`config.mk`:
```
export PLATFORM = sky130hd
export DESIGN_NAME = majority_window_voter_flat
export DESIGN_NICKNAME = d
export VERILOG_FILES = /design/src/rtl/majority_pkg.sv /design/src/rtl/majority_window_voter_if.sv /design/src/rtl/window_ones_counter.sv /design/src/rtl/majority_window_voter.sv /design/src/flat_wrapper.sv
export SDC_FILE = /design/constraint.sdc
export NUM_CORES = 1
export LEC_CHECK = 0
export ABC_AREA = 1
export BUFFER_PORTS_ARGS = -buffer_cell sky130_fd_sc_hd__buf_2
export CAP_MARGIN = 20
export CORE_ASPECT_RATIO = 0.9
export CORE_MARGIN = 2
export CORE_UTILIZATION = 25
export DETAILED_ROUTE_END_ITERATION = 8
export PLACE_DENSITY_LB_ADDON = 0.12
export SLEW_MARGIN = 25
export SYNTH_ARGS = -nofsm -noshare
export SYNTH_HDL_FRONTEND = slang
export SYNTH_HIERARCHICAL = 1
export SYNTH_SLANG_ARGS = --single-unit
```
`constraint.sdc`:
```
create_clock -name clk -period 1.5 [get_ports clk]
set_input_delay 0.15 -clock clk [delete_from_list [all_inputs] [get_ports clk]]
set_output_delay 0.15 -clock clk [all_outputs]
set_load 0.1 [all_outputs]
```
`src/rtl/majority_pkg.sv`:
```
// Shared types and limits for the majority window voter.
// FSM encoding, verdict bit order and legal window sizes.
package majority_pkg;

    localparam int WIN_MIN = 2;
    localparam int WIN_MAX = 255;

    typedef enum logic {
        ST_COLLECT = 1'b0,
        ST_REPORT  = 1'b1
    } state_t;

    // Verdict bit order is {out, equal}.
    typedef struct packed {
        logic out;
        logic equal;
    } verdict_t;

endpackage

```
`src/rtl/majority_window_voter_if.sv`:
```
// Sample stream in, verdict stream out, both valid/ready.
// MAJORITY_MINORITY_OUT_EN adds the minority verdict bit.
interface majority_window_voter_if #(
    parameter int CW = 3
);
    logic          in_valid;
    logic          in_bit;
    logic          in_ready;
    logic          out_valid;
    logic          out_ready;
    logic          out;
    logic          equal;
    logic [CW-1:0] ones_cnt;
`ifdef MAJORITY_MINORITY_OUT_EN
    logic          minority;

    modport master (
        output in_valid, in_bit, out_ready,
        input  in_ready, out_valid, out, equal, ones_cnt, minority
    );
    modport slave (
        input  in_valid, in_bit, out_ready,
        output in_ready, out_valid, out, equal, ones_cnt, minority
    );
`else
    modport master (
        output in_valid, in_bit, out_ready,
        input  in_ready, out_valid, out, equal, ones_cnt
    );
    modport slave (
        input  in_valid, in_bit, out_ready,
        output in_ready, out_valid, out, equal, ones_cnt
    );
`endif
endinterface

```
`src/rtl/window_ones_counter.sv`:
```
// Sample and ones counters for one window of WIN samples.
// o_last flags that the accepted sample closes the window.
module window_ones_counter #(
    parameter int WIN = 4,
    parameter int CW  = 3
) (
    input  logic          clk,
    input  logic          rst,
    input  logic          i_accept,
    input  logic          i_bit,
    input  logic          i_clear,
    output logic [CW-1:0] o_count,
    output logic [CW-1:0] o_ones,
    output logic          o_last
);
    logic [CW-1:0] r_count;
    logic [CW-1:0] r_ones;

    // Count accepted samples and ones; clear wins over accept.
    always_ff @(posedge clk or posedge rst) begin
        if (rst) begin
            r_count <= '0;
            r_ones  <= '0;
        end else if (i_clear) begin
            r_count <= '0;
            r_ones  <= '0;
        end else if (i_accept) begin
            r_count <= r_count + CW'(1);
            r_ones  <= r_ones + CW'(i_bit);
        end
    end

    assign o_count = r_count;
    assign o_ones  = r_ones;
    assign o_last  = i_accept && (r_count == CW'(WIN - 1));

endmodule

```
`src/rtl/majority_window_voter.sv`:
```
// Windowed majority voter: WIN samples in, one verdict out.
// Optional minority output under MAJORITY_MINORITY_OUT_EN.
module majority_window_voter
    import majority_pkg::*;
#(
    parameter  int WIN = 4,
    localparam int CW  = $clog2(WIN + 1)
) (
    input logic                  clk,
    input logic                  rst,
    input logic                  clr,
    majority_window_voter_if.slave bus
);
    localparam logic [CW:0] WIN_W = (CW + 1)'(WIN);

    if (WIN < WIN_MIN || WIN > WIN_MAX) begin : g_bad_win
        $error("majority_window_voter: WIN out of range");
    end

    state_t        r_state;
    verdict_t      r_verdict;
    logic [CW-1:0] r_ones;
`ifdef MAJORITY_MINORITY_OUT_EN
    logic          r_minority;
`endif

    logic          w_accept;
    logic          w_clear;
    logic          w_last;
    logic [CW-1:0] w_count;
    logic [CW-1:0] w_ones;
    logic [CW-1:0] w_final;
    logic [CW:0]   w_dbl;
    verdict_t      w_vote;

    // The count guard keeps a full window from taking an extra slot.
    assign bus.in_ready  = (r_state == ST_COLLECT) &&
                           (w_count < CW'(WIN));
    assign bus.out_valid = (r_state == ST_REPORT);

    // A sample offered alongside clr is dropped.
    assign w_accept = bus.in_valid & bus.in_ready & ~clr;
    assign w_clear  = clr | (bus.out_valid & bus.out_ready);

    window_ones_counter #(
        .WIN (WIN),
        .CW  (CW)
    ) u_cnt (
        .clk      (clk),
        .rst      (rst),
        .i_accept (w_accept),
        .i_bit    (bus.in_bit),
        .i_clear  (w_clear),
        .o_count  (w_count),
        .o_ones   (w_ones),
        .o_last   (w_last)
    );

    // Final count includes the closing sample; one extra bit holds 2*ones.
    assign w_final      = w_ones + CW'(bus.in_bit);
    assign w_dbl        = {w_final, 1'b0};
    assign w_vote.out   = (w_dbl > WIN_W);
    assign w_vote.equal = (w_dbl == WIN_W);

    // Window FSM with registered verdict; verdict is zero outside REPORT.
    always_ff @(posedge clk or posedge rst) begin
        if (rst) begin
            r_state   <= ST_COLLECT;
            r_verdict <= '0;
            r_ones    <= '0;
`ifdef MAJORITY_MINORITY_OUT_EN
            r_minority <= 1'b0;
`endif
        end else if (clr) begin
            r_state   <= ST_COLLECT;
            r_verdict <= '0;
            r_ones    <= '0;
`ifdef MAJORITY_MINORITY_OUT_EN
            r_minority <= 1'b0;
`endif
        end else begin
            unique case (r_state)
                ST_COLLECT: begin
                    if (w_last) begin
                        r_state   <= ST_REPORT;
                        r_verdict <= w_vote;
                        r_ones    <= w_final;
`ifdef MAJORITY_MINORITY_OUT_EN
                        r_minority <= ~w_vote.out & ~w_vote.equal;
`endif
                    end
                end
                ST_REPORT: begin
                    if (bus.out_ready) begin
                        r_state   <= ST_COLLECT;
                        r_verdict <= '0;
                        r_ones    <= '0;
`ifdef MAJORITY_MINORITY_OUT_EN
                        r_minority <= 1'b0;
`endif
                    end
                end
            endcase
        end
    end

    assign bus.out      = r_verdict.out;
    assign bus.equal    = r_verdict.equal;
    assign bus.ones_cnt = r_ones;
`ifdef MAJORITY_MINORITY_OUT_EN
    assign bus.minority = r_minority;
`endif

endmodule

```
`src/flat_wrapper.sv`:
```
// flat-port wrapper written by rule: the top's interface ports become plain ports
module majority_window_voter_flat import majority_pkg::*;
#(
    parameter  int WIN = 4,
    localparam int CW  = $clog2(WIN + 1)
)
  (clk, rst, clr, bus_in_valid, bus_in_bit, bus_out_ready, bus_in_ready, bus_out_valid, bus_out, bus_equal, bus_ones_cnt);
  majority_window_voter_if #(.CW(($clog2(4 + 1)))) bus_i ();
  input logic clk;
  input logic rst;
  input logic clr;
  input wire logic [$bits(bus_i.in_valid)-1:0] bus_in_valid;
  input wire logic [$bits(bus_i.in_bit)-1:0] bus_in_bit;
  input wire logic [$bits(bus_i.out_ready)-1:0] bus_out_ready;
  output wire logic [$bits(bus_i.in_ready)-1:0] bus_in_ready;
  output wire logic [$bits(bus_i.out_valid)-1:0] bus_out_valid;
  output wire logic [$bits(bus_i.out)-1:0] bus_out;
  output wire logic [$bits(bus_i.equal)-1:0] bus_equal;
  output wire logic [$bits(bus_i.ones_cnt)-1:0] bus_ones_cnt;
  assign bus_i.in_valid = bus_in_valid;
  assign bus_i.in_bit = bus_in_bit;
  assign bus_i.out_ready = bus_out_ready;
  assign bus_in_ready = bus_i.in_ready;
  assign bus_out_valid = bus_i.out_valid;
  assign bus_out = bus_i.out;
  assign bus_equal = bus_i.equal;
  assign bus_ones_cnt = bus_i.ones_cnt;
  majority_window_voter #(.WIN(WIN)) u_core (.clk(clk), .rst(rst), .clr(clr), .bus(bus_i));
endmodule
```
== Yosys cells after proc, flatten, opt, wreduce, memory -nomap -nowiden ==
Cells that the tools add are included.
Storage, ports and cells
  register bits: 12
  latch bits: 0
  RAM bits: 0
  memory bits (read-only): 0
  input port bits: 6
  memories: 0
Cells by class
  $add $sub $neg: 2
  multipliers: 0
  div/mod/pow operators: 0
  magnitude comparators: 2
  equal/unequal tests: 4
  shifts and indexed selects: 0
  multiplexer cells: 16
  bitwise operators: 6
  reduce and logical (&&, ||, !) cells: 4
Operators with widths (count)
  two-way mux 3 bit: 7
  == test 3 x 2 -> 1 bit, second input constant: 2
  two-way mux 2 bit: 3
  inequality test 3 bit, second input constant: 2
  one-hot mux 3 bit (2 select lines): 1
  > comparator 4 x 3 -> 1 bit, second input constant: 1
  one-hot mux 2 bit (2 select lines): 1
  adder 3 x 1 -> 3 bit: 1
  adder 3 x 1 -> 3 bit, second input constant: 1
  bitwise AND 1 bit: 3
  less-than comparator 3 bit, second input constant: 1
  two-way mux 1 bit: 3
  logical AND 1 bit: 2
  inverter 1 bit: 2
  one-hot mux 1 bit (2 select lines): 1
  AND reduction 2 bit: 1
  nonzero test 2 bit: 1
  OR 1 bit: 1

== Longest topological paths before layout ==
Gate-level depths: netlist of run 1.
  word-level depth: 8
  gate-level depth with buffers: 10

== By module ==
The synthesis of run 1 kept the hierarchy.
By module, submodules not included
  majority_window_voter: instances 1, cells each 49, area an instance 364.1 µm², sequential area each 150.1 µm²
  window_ones_counter: instances 1, cells each 35, area an instance 321.6 µm², sequential area each 150.1 µm²

== Least setup slack after synthesis of run 1 ==
Ideal clock, no wire load.
  kind: register to register
  from: register u_core.r_state, in the netlist u_core/bus.out_valid
  to: register u_core.r_ones[2], in the netlist u_core/bus.ones_cnt[2]
  setup time: 0.067 ns
  arrival time: 3.142 ns
  data required time: 1.433 ns
  setup slack: -1.709 ns
  stages on the path, launching flop included: 11
  path buffers: 1
  clock period less this slack: 3.209 ns
  cell sequence: dfrtp_1 > nor2_1 > nand2_1 > nor2_1 > buf_6 > nand2_1 > inv_1 > nand2_1 > a21oi_2 > nand2_1 > nand2_1
On the way
  longest elaborated chain between the ends: 7
  elaborated cells between the ends (all ways): 10
  those cells by class: eq/ne: 2; mux: 2; bitwise: 3; reduce/logical: 3
RTL lines
  from (decl): line majority_window_voter.sv:20  | state_t r_state;
  from (signal assigned): line majority_window_voter.sv:68  | r_state <= ST_COLLECT;
  from (signal assigned): line majority_window_voter.sv:75  | r_state <= ST_COLLECT;
  from (signal assigned): line majority_window_voter.sv:85  | r_state <= ST_REPORT;
  inverter 1 bit: line majority_window_voter.sv:37  | assign bus.in_ready = (r_state == ST_COLLECT) &&
  logical AND 1 bit: line majority_window_voter.sv:37
  via bus_in_ready: line flat_wrapper.sv:15  | output wire logic [$bits(bus_i.in_ready)-1:0] bus_in_ready;
  bitwise AND 1 bit (2 in a row): line majority_window_voter.sv:42  | assign w_accept = bus.in_valid & bus.in_ready & ~clr;
  via u_core.w_accept: line majority_window_voter.sv:27  | logic w_accept;
  logical AND 1 bit: line window_ones_counter.sv:35  | assign o_last = i_accept && (r_count == CW'(WIN - 1));
  via u_core.w_last: line majority_window_voter.sv:29  | logic w_last;
  inequality test 3 bit (no line)
  AND reduction 2 bit (no line)
  to (signal assigned): line majority_window_voter.sv:87  | r_ones <= w_final;
  to (decl): line majority_window_voter.sv:22  | logic [CW-1:0] r_ones;
The timed path passes the listed nets, and every way through them passes these cells.
A chain may end at the register's enable or synchronous reset.

== Final worst setup path of run 1 ==
  from: register u_core.r_state, in the netlist u_core/bus.out_valid
  to: output bus_in_ready
On the way
  longest elaborated chain between the ends: 2
RTL lines (line)
  inverter 1 bit: majority_window_voter.sv:37
  logical AND 1 bit: majority_window_voter.sv:37
  to (decl): flat_wrapper.sv:15
Every way passes these cells.

==> impl_metrics.ini, run 1 <==
[power]
max-vdd-ir-drop_uv = 323
power-per-cell-area_mw_per_mm2 = 723
power.total_mw = 0.610
total_leakage_power_nw = 0.498

[timing]
max-slew-margin-rel_pct = 68.0
finalCritPeriodShare_pct = 91.0
final-max-slew-violation-count = 0
worst_slew_pin_tran_ns = 0.484
finalWorstSetupSlack_ns = 0.134
clock_skew_ns = 0.00460
maxClockFrequency_mhz = 732
fin_crit_ns = 1.37
hold_viol = 0
rsz0062_at_grt = no
finalSetupViolations = 0

[worst_setup_path]
crit_path_max_cell_delay_ns = 0.52
critical_path_arrival_ns = 1.22
cp-start-kind = flip-flop
critical_path_required_ns = 1.35
kind_of_end_point_of_the_critical_path = primary output
critPathSlowestCell = dfrtp_4
path_cells = nor2_4, clkbuf_4
critical_path.max_fanout = 5
critPathKind = flip-flop to primary output

[routing]
routed-via-count = 550
detail_route.wirelength_um = 1280
detail_route.drc_violations = 0
routed_wire_length_per_instance_um = 9.80
detail_route.vias_per_cell = 4.20
drt_iter0_drcs = 19
detailedRoute.firstPassIterationCount = 2
ant_nets = 0

[layout]
fillerInstances = 283
multi_input_area_um2 = 353
syn2layout_area_growth_pct = 23.2
layout.cells.most_common_list = nand2_1 (30), buf_2 (11), dfrtp_1 (11)
antenna_cells_inserted = 0
mostFrequentLayoutCell = nand2_1
final_layout_size_suffix_gt1_share_pct = 30.7
fin_nets = 114
area.sequential_um2 = 304

[clock_network]
cts.sink_count = 12
cts-buffers-inserted = 3
clock_insertion_delay_worst_skew_ns = 0.27
clk_path_buf_depth = 2
clock_tree_from_tritoncts = built
clockRootBuffer = clkbuf_4
worst_setup_hold_path_clk_slew_ns = 0.08
h_tree_depth_reported_by_cts = 1

[synth]
synth.distinct_cells = 17
syn-mean-instance-area_um2 = 8.16
synth.yosys.warnings = 6
netlist_area_um2 = 686
mappedNetlistNets = 96
postSynthCellCount = 84
synth-seq-cells = 12
synth_seq_area_share_pct = 43.8

[run_status]
run_status = complete, no violations

[floorplan]
fp.dieArea_mm2 = 0.00318
floorplan.initialDensity_pct = 25.6
floorplan.die.width_um = 59.2
core_region_area_mm2 = 0.00268
placement_rows = 18
ioPinCount = 13
floorplan.die.height_um = 53.7

[global_route]
grt_first_pass_wirelength_um = 2130
grt_use_total_pct = 9.46
grt_antenna_before_repair = 0
grt_start_max_net_pins = 8
grt_pass1_vias = 448
globalRouteOverflowTotal = 0

[run]
max_cap_violations = 0

[placed_design]
dpl_worst_slack_ns = 0.0950
dp_wirelength_um = 1020
io_buf_count = 12
finalWeightedCongestion = 0.691

[min_path]
min-delay-path-class = input pin to flip-flop
## final timing paths
kind,from,end,slack [ns],cells past startpoint
max,u_core/bus.out_valid$_DFF_PP0_,bus_in_ready,0.13,2
min,clr,u_core/bus.out$_DFFE_PP0P_,0.17,4
min reg2reg,u_core/bus.ones_cnt[2]$_DFFE_PP0P_,u_core/bus.ones_cnt[2]$_DFFE_PP0P_,0.47,2
max in group asynchronous,rst,u_core/bus.out_valid$_DFF_PP0_,0.91,3
max reg2reg,u_core/bus.out_valid$_DFF_PP0_,u_core/bus.ones_cnt[2]$_DFFE_PP0P_,0.14,9
min in group asynchronous,rst,u_core/bus.out_valid$_DFF_PP0_,0.35,3
## power by group
part           switching [mW]  total (mW)  internal [mW]
combinational          0.0412      0.0651         0.0239
sequential            0.00424       0.332          0.328
clock                   0.110       0.213          0.103
total                   0.155       0.610          0.455
## state kept, by name, indices dropped and copies added, names as in the netlist
signal                cells
u_core/bus.ones_cnt       3
u_core/u_cnt/o_count      3
u_core/bus.out_valid      1
u_core/u_cnt/o_ones       3
u_core/bus.equal          1
u_core/bus.out            1
## logic make-up after synthesis
kind of cell / share of synthesized area (%)
AND/OR/NAND/NOR: 31.2
flip-flops: 43.8
AO/OA/AOI/OAI: 6.39
adder cells (fa/ha/maj): 10.9
buffers and inverters: 7.66
## cell usage after synthesis
library cell / count / area, µm²
ha_1: 6 / 75.1
dfrtp_1: 12 / 300
nor2_4: 1 / 11.3
buf_6: 1 / 11.3
o21ai_1: 1 / 5.00
nand2_4: 1 / 11.3
a21oi_1: 1 / 5.00
nand2_2: 1 / 6.26
o21ai_2: 1 / 8.76
nand4_1: 2 / 12.5
inv_2: 3 / 11.3
nor2_1: 6 / 22.5
nand3_1: 6 / 30.0
a21oi_2: 1 / 8.76
inv_1: 8 / 30.0
a21oi_4: 1 / 16.3
nand2_1: 32 / 120
## critical path, delay by kind of cell, from the launching register on
kind	cells	cell delay (ns)
buf+inv	1	0.33
flops	1	0.52
simple gates	1	0.09
## area by class of cell
cell class | count | area share, %
multi-input cells | 60 | 41.8
flip-flops and latches | 12 | 36.0
repair buffers | 14 | 9.48
inverters | 11 | 5.19
well taps | 30 | 4.44
clock buffers | 4 | 3.11
## metal layers
metal	track usage (%)	wire length, µm	up-vias	share of wire (%)
li1	-	-	297	-
met1	13.0	696	239	54
met2	12.6	509	12	40
met3	4.57	65	2	5.1
met4	3.41	12	0	0.93
met5	0	0	-	0
## stage by stage
step	cell area [µm²]	utilization, %	TNS (ns)	hold WS, ns	instances
2_1_floorplan	709	-	-4.65	-0.0590	84
3_5_place_dp	803	30.0	0	0.0978	126
3_3_place_gp	803	30.0	0	0.0931	126
6_report	845	31.5	0	0.166	131
4_1_cts	840	31.3	0	0.152	131
5_1_grt	845	31.5	0	0.171	131
## timing repair
| action | 4_1_cts | 5_1_grt |
|---|---|---|
| endpoints found under the hold margin | 12 | 0 |
| buffers inserted | 0 | 0 |
| setup endpoints to repair | 0 | 4 |
| gates resized for setup | 0 | 2 |
| hold buffers | 1 | 0 |
No activity file was read; power rests on OpenSTA's default activity.
==> run 2, diff against run 1 <==
CTS_BUF_LIST = sky130_fd_sc_hd__clkbuf_16   (was not set)
CTS_CLUSTER_DIAMETER = 100   (was not set)
==> impl_metrics.ini, run 2 (synthesis gave the netlist of run 1 again) <==
[run_status]
run_status = complete, no violations

[clock_network]
h_tree_depth_reported_by_cts = 1
clockRootBuffer = clkbuf_16
worst_setup_hold_path_clk_slew_ns = 0.04
cts.sink_count = 12
cts-buffers-inserted = 3
clock_insertion_delay_worst_skew_ns = 0.24
postCtsSetupBuffers = 0
clock_tree_from_tritoncts = built
clk_path_buf_depth = 2

[global_route]
grt_antenna_before_repair = 0
grt_start_max_net_pins = 8
grt_pass1_vias = 449
grt_use_total_pct = 9.81
globalRouteOverflowTotal = 0
grt_first_pass_wirelength_um = 2180

[worst_setup_path]
cp-start-kind = flip-flop
r2r_setup_slack_ns = 0.15
critical_path.max_fanout = 5
path_cells = nor2_4, buf_2
critical_path_arrival_ns = 1.26
critPathKind = flip-flop to primary output
critPathSlowestCell = dfrtp_4
cp.buffers_inverters = 1
endpoint = bus_in_ready
cp_top_family = flip-flops
worstSetupStartpoint = u_core/bus.out_valid$_DFF_PP0_
worst_r2r_path_depth = 9
timing.rr.end = u_core/bus.ones_cnt[2]$_DFFE_PP0P_
critical_path_depth = 2
kind_of_end_point_of_the_critical_path = primary output
critical_path_required_ns = 1.35
worst_r2r_startpoint = u_core/bus.out_valid$_DFF_PP0_
crit_path_max_cell_delay_ns = 0.51

[floorplan]
ioPinCount = 13
core_region_area_mm2 = 0.00268
floorplan.initialDensity_pct = 25.6
floorplan.die.height_um = 53.7
fp.dieArea_mm2 = 0.00318
floorplan.die.width_um = 59.2
placement_rows = 18

[layout]
post-route-util_pct = 33.4
layout.cells.most_common_list = nand2_1 (30), buf_2 (12), dfrtp_1 (11)
antenna_cells_inserted = 0
syn2layout_area_growth_pct = 30.5
fin_nets = 114
final_layout_size_suffix_gt1_share_pct = 30.7
mostFrequentLayoutCell = nand2_1

[placed_design]
finalWeightedCongestion = 0.691
dpl_worst_slack_ns = 0.0950
dp_wirelength_um = 1020
io_buf_count = 12

[timing]
max-slew-margin-rel_pct = 68.0
clock_skew_ns = 0.00186
tns_ns = 0
finalSetupViolations = 0
finalWorstSetupSlack_ns = 0.0886
finalCritPeriodShare_pct = 94.1
worst_slew_pin_tran_ns = 0.484
rsz0062_at_grt = no
final-max-slew-violation-count = 0
fin_crit_ns = 1.41
maxClockFrequency_mhz = 709
hold_viol = 0

[routing]
routed-via-count = 536
ant_nets = 0
detail_route.wirelength_um = 1300
routed_wire_length_per_instance_um = 9.92
detail_route.vias_per_cell = 4.09
detail_route.drc_violations = 0
drt_iter0_drcs = 22
detailedRoute.firstPassIterationCount = 4

[power]
total_leakage_power_nw = 0.523
max-vdd-ir-drop_uv = 379
power-per-cell-area_mw_per_mm2 = 992

[min_path]
min-delay-path-class = input pin to flip-flop

[run]
max_cap_violations = 0
[run 2: worst min path at each step]
stage,from,end,slack (ns),cells after the start
after floorplan,rst,u_core/u_cnt/o_count[0]$_DFFE_PP0P_,-0.06,1
after global placement,rst,u_core/u_cnt/o_count[2]$_DFFE_PP0P_,0.09,2
after detailed placement,rst,u_core/u_cnt/o_count[2]$_DFFE_PP0P_,0.1,2
after CTS,clr,u_core/bus.out$_DFFE_PP0P_,0.20,4
after global routing,clr,u_core/bus.out$_DFFE_PP0P_,0.23,4
final,clr,u_core/bus.out$_DFFE_PP0P_,0.21,4
[run 2: timing repair]
| item | in CTS | in global routing |
|---|---|---|
| setup endpoints to repair | 0 | 3 |
| endpoints found under the hold margin | 12 | 0 |
| resized for setup | 0 | 1 |
| hold buffers | 1 | 0 |
[run 2: power breakdown]
part	internal, mW	switching (mW)	leakage, nW
combinational	0.0238	0.0414	0.316
sequential	0.330	0.00435	0.164
clock	0.351	0.137	0.0423
total	0.704	0.183	0.523
[run 2: area by class of cell]
type	instances	area, µm²
Inverter	11	43.8
Timing Repair Buffer	14	77.6
Clock inverter	1	3.75
Sequential cell	12	304
Tap cell	30	37.5
Multi-Input combinational cell	60	353
Clock buffer	3	75.1
Fill cell	282	1790
[run 2: stage by stage]
step	hold slack [ns]	power, mW	instance area [µm²]	std cells
after detailed placement	0.0978	0.403	803	126
after global placement	0.0931	0.403	803	126
after global routing	0.228	0.932	895	131
after CTS	0.201	0.913	892	131
final	0.209	0.887	895	131
after floorplan	-0.0590	0.383	709	84
[run 2: worst reg2reg max path: cells and delay by family (launching register included)]
family | cells | cell delay [ns]
and+or+nand+nor | 7 | 0.55
DFF | 1 | 0.51
AOI/OAI and AO/OA | 1 | 0.14
buffers and inverters | 1 | 0.08
[run 2: per-layer routing]
metal  up-vias  global-route usage, %  part of all wire, %
met2        10                   12.8                   39
met1       224                   13.0                   54
met5         -                      0                    0
met4         0                   5.68                  2.1
li1        297                      -                    -
met3         5                   4.57                  4.8
==> run 3, diff against run 2 <==
PLACE_DENSITY_LB_ADDON = not set   (was 0.12)
==> impl_metrics.ini, run 3 (synthesis gave the netlist of run 1 again) <==
[run_status]
run_status = complete, no violations

[power]
seq_power_share_pct = 37.9
total_switching_power_mw = 0.177
total_leakage_power_nw = 0.528
power_frac_comb_pct = 7.5
clock_power_share_pct = 54.6
switching_share_pct = 20.1
power-per-cell-area_mw_per_mm2 = 964
cell_internal_pwr_mw = 0.705
max-vdd-ir-drop_uv = 456
power.total_mw = 0.882

[timing]
finalCritPeriodShare_pct = 92.8
hold_viol = 0
worst_slew_pin_tran_ns = 0.485
fin_crit_ns = 1.39
finalSetupViolations = 0
tns_ns = 0
maxClockFrequency_mhz = 718
rsz0062_at_grt = no
max-slew-margin-rel_pct = 67.9
final-max-slew-violation-count = 0
clock_skew_ns = 0.00461
finalWorstSetupSlack_ns = 0.107

[placed_design]
dpl_worst_slack_ns = 0.0613
place.detailed.instances = 126
finalWeightedCongestion = 0.717
io_buf_count = 12
dp_wirelength_um = 1020

[layout]
syn2layout_area_growth_pct = 33.4
fin_cells = 131
final_layout_size_suffix_gt1_share_pct = 30.7
antenna_cells_inserted = 0
mostFrequentLayoutCell = nand2_1
layout.cells.most_common_list = nand2_1 (30), buf_2 (11), dfrtp_1 (11)
fin_nets = 114
fillerInstances = 279

[global_route]
gr-usage-met2_pct = 16.3
grt_start_max_net_pins = 8
globalRouteOverflowTotal = 0
use_met1_pct = 9.90
grt_use_total_pct = 9.65
grt_antenna_before_repair = 0
grt_first_pass_wirelength_um = 2180
grt_use_met3_pct = 5.77
grt_most_used_layer = met2
grt_pass1_vias = 549

[worst_setup_path]
critical_path_required_ns = 1.68
critical_path.max_fanout = 5
kind_of_end_point_of_the_critical_path = flip-flop
cp-start-kind = flip-flop
critPathKind = flip-flop to flip-flop
critical_path_arrival_ns = 1.57

[routing]
ant_nets = 0
drt_iter0_drcs = 17
routed-via-count = 557
detail_route.drc_violations = 0
detail_route.wirelength_um = 1220
detail_route.vias_per_cell = 4.25
routed_wire_length_per_instance_um = 9.32
detailedRoute.firstPassIterationCount = 4

[clock_network]
cts-buffers-inserted = 3
h_tree_depth_reported_by_cts = 1
worst_setup_hold_path_clk_slew_ns = 0.04
clockRootBuffer = clkbuf_16
clock_tree_from_tritoncts = built
clk_path_buf_depth = 2
cts.sink_count = 12
clock_insertion_delay_worst_skew_ns = 0.24

[floorplan]
floorplan.die.width_um = 59.2
ioPinCount = 13
core_region_area_mm2 = 0.00268
floorplan.die.height_um = 53.7
fp.dieArea_mm2 = 0.00318
placement_rows = 18
floorplan.initialDensity_pct = 25.6

[run]
max_cap_violations = 0

[min_path]
min-delay-path-class = input pin to flip-flop
## run 3: final cells by class
type                    count  area [µm²]  area share (%)
clock buffers               3        75.1            8.21
inverters                  11        43.8            4.79
clock inverters             1        3.75           0.410
repair buffers             14        92.6            10.1
multi-input cells          60         358            39.1
flip-flops and latches     12         304            33.2
well taps                  30        37.5            4.10
## run 3: critical path: stages (launching register included)
cell and delay [ns]:
dfrtp_4 0.51, nor2_4 0.13, nand2_1 0.10, nor2_4 0.14, nand2_4 0.06, inv_4 0.08
nand2_2 0.06, a21oi_2 0.14, nand2_1 0.07, nand2_1 0.05
## run 3: repair_timing
item                                    CTS  global route
setup buffers                             0             0
hold buffers                              1             0
endpoints found under the setup margin    0             9
resized for setup                         0             2
hold endpoints to repair                 12             0
## run 3: path summary, 6_finish.rpt
check,from,endpoint,slack (ns),cells after the start
setup reg to reg,u_core/bus.out_valid$_DFF_PP0_,u_core/bus.ones_cnt[2]$_DFFE_PP0P_,0.11,9
hold reg to reg,u_core/bus.ones_cnt[2]$_DFFE_PP0P_,u_core/bus.ones_cnt[2]$_DFFE_PP0P_,0.46,2
setup / recovery,u_core/bus.out_valid$_DFF_PP0_,u_core/bus.ones_cnt[2]$_DFFE_PP0P_,0.11,9
hold / removal,clr,u_core/bus.out$_DFFE_PP0P_,0.24,4
min in group asynchronous,rst,u_core/u_cnt/o_count[1]$_DFFE_PP0P_,0.38,3
max in group asynchronous,rst,u_core/bus.out_valid$_DFF_PP0_,0.89,3
## run 3: through the flow
step	hold slack, ns	utilization [%]	cell area [µm²]
floorplan	-0.0590	-	709
global placement	0.0883	30.5	818
detailed placement	0.0937	30.5	818
CTS	0.211	33.8	907
global route	0.262	34.1	915
finish	0.241	34.1	915
## run 3: power by group through the flow
stage	registers (mW)	clock network, mW	logic (mW)
5_1_grt	0.335	0.516	0.0759
6_report	0.334	0.482	0.0662
3_3_place_gp	0.339	0	0.0622
2_1_floorplan	0.339	0	0.0440
3_5_place_dp	0.339	0	0.0633
4_1_cts	0.334	0.501	0.0658
## run 3: metal layers
layer	part of all wire [%]	up-vias
met1	46	250
met2	49	9
met3	5.0	0
li1	-	298
met5	0	-
met4	0	0
